==> config.mk <==
export PLATFORM = sky130hd
export DESIGN_NAME = fp_add_normalizer
export DESIGN_NICKNAME = d
export VERILOG_FILES = /design/src/rtl/fp_add_normalizer_pkg.sv /design/src/rtl/fp_add_normalizer.sv
export SDC_FILE = /design/constraint.sdc
export NUM_CORES = 1
export LEC_CHECK = 0
export CORE_ASPECT_RATIO = 0.8
export CORE_MARGIN = 3
export CORE_UTILIZATION = 45
export CTS_CLUSTER_SIZE = 28
export DETAILED_ROUTE_END_ITERATION = 7
export PLACE_DENSITY_LB_ADDON = 0.08
export SYNTH_ARGS = -nofsm -noshare
export SYNTH_HDL_FRONTEND = slang
export SYNTH_SLANG_ARGS = --single-unit
==> constraint.sdc <==
create_clock -name clk -period 2.37 [get_ports clk]
set_input_delay 0.474 -clock clk [delete_from_list [all_inputs] [get_ports clk]]
set_output_delay 0.474 -clock clk [all_outputs]
set_load 0.1 [all_outputs]
==> src/rtl/fp_add_normalizer_pkg.sv <==
// Shared constants, FSM state type and IEEE-754 single-precision packing helper
// for the float adder normalise/pack stage.
package fp_add_normalizer_pkg;

    localparam int EXP_W  = 8;
    localparam int FRAC_W = 23;
    localparam int BIAS   = 127;
    localparam logic [EXP_W-1:0] EXP_MAX = 8'hFF;

    typedef enum logic [1:0] {
        IDLE = 2'd0,
        NORM = 2'd1,
        DONE = 2'd2
    } state_t;

    function automatic logic [EXP_W+FRAC_W:0] pack(input logic s,
                                                   input logic [EXP_W-1:0] e,
                                                   input logic [FRAC_W-1:0] f);
        return {s, e, f};
    endfunction

endpackage

==> src/rtl/fp_add_normalizer.sv <==
// Normalise/pack stage behind float_adder: shifts the raw mantissa sum one bit
// per cycle until the hidden bit is set, then presents a packed single-precision word.
module fp_add_normalizer #(
    parameter int EXP_W  = 8,
    parameter int FRAC_W = 23
) (
    input  logic                    clk,
    input  logic                    rst_n,
    input  logic                    in_valid,
    output logic                    in_ready,
    input  logic                    in_sign,
    input  logic [EXP_W-1:0]        in_exp,
    input  logic [FRAC_W+1:0]       in_mant,
    output logic                    out_valid,
    input  logic                    out_ready,
    output logic [EXP_W+FRAC_W:0]   out_result,
    output logic                    out_zero,
    output logic                    out_ovf
);
    import fp_add_normalizer_pkg::*;

    localparam int MW = FRAC_W + 2;
    localparam int XW = EXP_W + 1;
    localparam logic [XW-1:0] EXP_ALL1 = {1'b0, {EXP_W{1'b1}}};

    state_t                 state, state_nx;
    logic                   sign_r, sign_nx;
    logic [MW-1:0]          mant_r, mant_nx;
    logic [XW-1:0]          exp_r, exp_nx, exp_inc;
    logic [EXP_W+FRAC_W:0]  result_nx;
    logic                   zero_nx, ovf_nx, valid_nx;

    always_comb begin
        state_nx  = state;
        sign_nx   = sign_r;
        mant_nx   = mant_r;
        exp_nx    = exp_r;
        result_nx = out_result;
        zero_nx   = out_zero;
        ovf_nx    = out_ovf;
        exp_inc   = exp_r + XW'(1);
        valid_nx  = (state == DONE) && !(out_valid && out_ready);

        case (state)
            IDLE: begin
                if (in_valid && in_ready) begin
                    sign_nx  = in_sign;
                    mant_nx  = in_mant;
                    exp_nx   = {1'b0, in_exp};
                    state_nx = NORM;
                end
            end
            NORM: begin
                state_nx = DONE;
                zero_nx  = 1'b0;
                ovf_nx   = 1'b0;
                if (mant_r == '0) begin
                    result_nx = '0;
                    zero_nx   = 1'b1;
                end else if (mant_r[MW-1]) begin
                    // Carry out: one right shift, truncating the dropped LSB
                    if (exp_inc >= EXP_ALL1) begin
                        result_nx = pack(sign_r, EXP_MAX, '0);
                        ovf_nx    = 1'b1;
                    end else begin
                        result_nx = pack(sign_r, exp_inc[EXP_W-1:0], mant_r[FRAC_W:1]);
                    end
                end else if (mant_r[FRAC_W]) begin
                    result_nx = pack(sign_r, exp_r[EXP_W-1:0], mant_r[FRAC_W-1:0]);
                end else if (exp_r <= XW'(1)) begin
                    result_nx = pack(sign_r, '0, '0);
                    zero_nx   = 1'b1;
                end else begin
                    mant_nx  = mant_r << 1;
                    exp_nx   = exp_r - XW'(1);
                    state_nx = NORM;
                end
            end
            DONE: begin
                if (out_valid && out_ready) begin
                    zero_nx  = 1'b0;
                    ovf_nx   = 1'b0;
                    state_nx = IDLE;
                end
            end
            default: state_nx = IDLE;
        endcase
    end

    // Control and visible outputs: cleared asynchronously so an abort is immediate
    always_ff @(posedge clk or negedge rst_n) begin
        if (!rst_n) begin
            state      <= IDLE;
            in_ready   <= 1'b0;
            out_valid  <= 1'b0;
            out_result <= '0;
            out_zero   <= 1'b0;
            out_ovf    <= 1'b0;
        end else begin
            state      <= state_nx;
            in_ready   <= (state_nx == IDLE);
            out_valid  <= valid_nx;
            out_result <= result_nx;
            out_zero   <= zero_nx;
            out_ovf    <= ovf_nx;
        end
    end

    // Working operand; always reloaded on acceptance, so no reset needed
    always_ff @(posedge clk) begin
        sign_r <= sign_nx;
        mant_r <= mant_nx;
        exp_r  <= exp_nx;
    end

endmodule

==> flow_metrics.tcl, run 1 <==
set metrics [dict create \
    clock_path_buffers 2 \
    synthFlopType "dfrtp_1" \
    io_pins 74 \
    vias_per_cell 5.46 \
    worst_pin_slew_ns 0.875 \
    synth_async_sr_flop_share 0.521 \
    num_rows 28 \
    synthCells 352 \
    max_freq_ghz 0.446 \
    drv_slew 0 \
    synthAdderAreaFrac 0.0138 \
    max_slew_margin 0.417 \
    hold_violations 0 \
    cp.arrival_ns 2.21 \
    cpMaxStageDelayCell "a31o_2" \
    fin_nets 480 \
    cts_hold_buf 0 \
    die_h_um 86.3 \
    dr.pass1.iters 5 \
    grt_max_degree 39 \
    clkSinkCount 73 \
    antenna_found_initial 0 \
    syn_nets 394 \
    wl_per_cell_um 16.9 \
    yosys.cell_types.count 44 \
    layout_common_cells "nand2_1, buf_4, dfrtp_1" \
    drc_errors 0 \
    crit_path_start "exp_r[0]" \
    routed_wl_um 9240 \
    endpoint_kind "flip-flop" \
    cts_tree "yes" \
    syn_to_final_growth_pct 29.7 \
    syn_avg_cell_area_um2 10.3 \
    drive_gt1_frac 0.210 \
    synth_edf_count 35 \
    io_buffers 73 \
    clockRootBuffer "clkbuf_8" \
    numCtsBuffers 9 \
    muxShareOfSynthArea 0 \
    crit_required_ns 2.34 \
    grt_pass1_wl_um 14900 \
    setup-tns-final_ns 0 \
    first_global_vias 2842 \
    final_common_cell "nand2_1" \
    finalCriticalPeriod_ns 2.24 \
    ys_seq_area_frac 0.552 \
    path_clk_slew_ns 0.08 \
    place_congestion 0.837 \
    finalClockSkew_ns 0.0130 \
    synth_top_family_by_area "compound AO/OA/AOI/OAI gates" \
    insertedDiodeCount 0 \
    fp.dieW_um 106 \
    drv_cap 0 \
    dp_hpwl_um 6440 \
    yosys_warnings 0 \
    path_max_fanout 32 \
    h-tree-depth 3 \
    clock_latency_ns 0.34 \
    synth_xor_area_frac 0.0266 \
    start_kind "flip-flop" \
    reg2reg_from "exp_r[0]" \
    drt_iter0_drc 180 \
    cp_top_family "compound AO/OA/AOI/OAI gates" \
    coreArea_um2 7600 \
    ant_nets 0 \
    synth_compound_area_frac 0.211 \
    path_class "flip-flop to flip-flop" \
    crit_buf_inv 1 \
    setup_viol 0 \
    track_usage 0.210 \
    final.period_utilization 0.947 \
    yosys.area_share.simple 0.163 \
    outcome "completed" \
    worstPathCellList "buf_4, ha_1, o2111ai_2, a31o_2" \
    start_util 0.477 \
    grt-ovfl-total 0 \
    crit_path_max_incr_delay_ns 0.75 \
    vias 2993 \
    die_area_um2 9170 \
    synth_area_um2 3620 \
    min_path_type "input pin to async pin" \
    rsz0062_at_grt "false" \
    ys_seq_elements 73 \
]
path summary, 6_finish.rpt:
path,end,slack [ns],cells past startpoint
setup / recovery,mant_r[7],0.13,4
hold / removal,out_result[24],0.18,2
setup reg to reg,mant_r[7],0.13,4
hold reg to reg,out_result[26],0.47,2
max in group asynchronous,out_ovf,1.83,2
min in group clk,out_result[26],0.47,2
final cells by class:
| cell class | count | area, um2 |
|---|---|---|
| Tap cell | 105 | 131 |
| Clock inverter | 5 | 56.3 |
| Inverter | 3 | 11.3 |
| Fill cell | 654 | 2900 |
| Clock buffer | 11 | 141 |
| Multi-Input combinational cell | 252 | 1510 |
| Sequential cell | 73 | 2000 |
| Timing Repair Buffer | 99 | 843 |
cells in the mapped netlist (all sizes together), types with 4 or more instances:
cell type	n	area [um2]
nand2	70	268
o21ai	39	199
dfrtp	38	951
edfxtp	35	1050
a22o	24	210
a21o	23	173
nor2	15	58.8
buf	12	65.1
clkbuf	12	45.0
nor3	10	60.1
a21oi	9	45.0
xnor2	8	70.1
nor4	7	43.8
nand3	6	30.0
ha	4	50.1
nand2b	4	25.0
per-layer routing:
layer	vias up	track usage	part of all wire
li1	1445	-	-
met1	1456	0.318	0.50
met2	86	0.306	0.43
met3	6	0.0477	0.062
met4	0	0.0576	0.0074
met5	-	0	0
state kept, by name, indices dropped and copies added, names as in the netlist:
name,cells
out_result,32
mant_r,25
exp_r,9
state,2
in_ready,1
out_ovf,1
out_valid,1
out_zero,1
sign_r,1
timing repair:
action | CTS | global route
gates resized for setup | 0 | 2
setup endpoints to repair | 0 | 25
setup buffers | 0 | 3
kinds of logic after synthesis:
group | Yosys count
and+or+nand+nor | 126
AOI/OAI and AO/OA | 111
DFF | 73
buffers and inverters | 27
xor gates and xnor gates | 11
adders and majority gates | 4
through the flow:
stage	instances	area [um2]	setup WS, ns	utilization	hold slack (ns)
2_1_floorplan	352	3620	0.00939	-	0.178
3_3_place_gp	529	4470	0.0447	0.588	0.456
3_5_place_dp	529	4470	0.0266	0.588	0.460
4_1_cts	545	4670	0.0751	0.614	0.187
5_1_grt	548	4700	0.0359	0.618	0.210
6_report	548	4700	0.126	0.618	0.175
Power of run 1 is left out: the tool's default activity adds up to more than one toggle a clock period on the data nets, which glitch-free logic cannot reach.
==> inputs of run 2 (changes only) <==
- RECOVER_POWER: default -> 25
==> run 2 against run 1 <==
Against the previous run: register-to-register slack about the same; critical path type unchanged; first-iteration DRC count decreased by 1.7%; fmax down 0.28%; clock skew rose by 0.0010 ns; routed wire length shrank 0.25%; via count rose by 0.77%; worst setup slack got worse by 0.0063 ns; global-route usage unchanged; die area is the same; critical endpoint is now out_result[9]; sequential share of layout area grew 0.080 points; clock-buffer cell count stayed put; critical path depth grew 3.
==> flow_metrics.tcl, run 2 (same netlist as run 1, synthesis figures left out) <==
set metrics [dict create \
    outcome "completed" \
    drt_iter0_drc 177 \
    track_usage 0.210 \
    antenna_found_initial 0 \
    largest_reg_flops 32 \
    cp.arrival_ns 2.48 \
    fin_nets 480 \
    insertedDiodeCount 0 \
    finalCriticalPeriod_ns 2.25 \
    crit_required_ns 2.60 \
    finalClockSkew_ns 0.0140 \
    h-tree-depth 3 \
    fp.dieW_um 106 \
    numCtsBuffers 9 \
    grt_pass1_wl_um 14900 \
    worst_pin_slew_ns 0.965 \
    vias_per_cell 5.50 \
    top_register "out_result" \
    max_slew_margin 0.357 \
    final_common_cell "nand2_1" \
    final.period_utilization 0.949 \
    top_regs "out_result: 32 flops, mant_r: 25 flops, exp_r: 9 flops" \
    routed_wl_um 9220 \
    clock_path_buffers 2 \
    first_global_vias 2842 \
    r2r_cells 7 \
    min_path_type "input pin to async pin" \
    ant_nets 0 \
    whs_ns 0.356 \
    place_ws_ns 0.0266 \
    cts_tree "yes" \
    io_pins 74 \
    rsz0062_at_grt "false" \
    start_kind "flip-flop" \
    die_h_um 86.3 \
    io_buffers 73 \
    drc_errors 0 \
    dp_hpwl_um 6440 \
    num_rows 28 \
    final.fill_count 654 \
    dr.pass1.iters 4 \
    start_util 0.477 \
    max_freq_ghz 0.444 \
    timing.final.ws_setup_ns 0.120 \
    clock_latency_ns 0.35 \
    clkSinkCount 73 \
    layout_common_cells "nand2_1, buf_4, dfrtp_1" \
    setup-tns-final_ns 0 \
    drive_gt1_frac 0.208 \
    drv_slew 0 \
    endpoint_kind "flip-flop" \
    placed_cells 529 \
    grt-ovfl-total 0 \
    cts_hold_buf 0 \
    place_congestion 0.837 \
    die_area_um2 9170 \
    grt_max_degree 39 \
    setup_viol 0 \
    path_clk_slew_ns 0.07 \
    drv_cap 0 \
    hold_violations 0 \
    vias 3016 \
    wl_per_cell_um 16.8 \
    syn_to_final_growth_pct 29.4 \
    path_max_fanout 22 \
    final_cells 548 \
    clockRootBuffer "clkbuf_8" \
    path_class "flip-flop to flip-flop" \
    coreArea_um2 7600 \
]
-- run 2: worst max-delay path: stages, from the launching register on --
cell      delay (ns)
edfxtp_1        0.49
inv_1           0.12
ha_1            0.35
a21oi_1         0.10
nor4_1          0.26
nand3_1         0.25
and3_4          0.35
a21o_1          0.21
-- run 2: what timing repair did --
action,4_1_cts,5_1_grt
resized for setup,0,2
hold endpoints to repair,0,0
setup buffers,0,3
setup endpoints to repair,0,25
-- run 2: layer usage --
metal / wire [um] / track usage
met4: 63 / 0.0576
met1: 4550 / 0.318
met2: 3990 / 0.306
met3: 622 / 0.0477
met5: 0 / 0
-- run 2: path summary, 6_finish.rpt --
check	to	slack [ns]	from
max reg2reg	out_result[9]	0.12	exp_r[0]
max	out_result[9]	0.12	exp_r[0]
min	out_result[24]	0.36	rst_n
max in group asynchronous	out_ovf	1.41	rst_n
min in group clk	out_result[26]	0.47	out_result[26]
min reg2reg	out_result[26]	0.47	out_result[26]
-- run 2: layout make-up --
class	instances	area (um2)	area share
Clock buffer	11	141	0.0301
Multi-Input combinational cell	252	1510	0.323
Tap cell	105	131	0.0280
Timing Repair Buffer	99	835	0.178
Inverter	3	11.3	0.00240
Clock inverter	5	56.3	0.0120
Sequential cell	73	2000	0.427
-- run 2: metrics by stage --
step	cell area, um2	utilization
6_report	4690	0.617
5_1_grt	4690	0.617
4_1_cts	4670	0.614
3_5_place_dp	4470	0.588
3_3_place_gp	4470	0.588
2_1_floorplan	3620	-
Power of run 2 is left out for the same reason.
==> inputs of run 3 (changes only) <==
- RECOVER_POWER: 25 -> default
==> results of run 3 <==
The final DEF is identical to that of run 1; final timing and power are the same.
Power of run 3 is left out for the same reason.
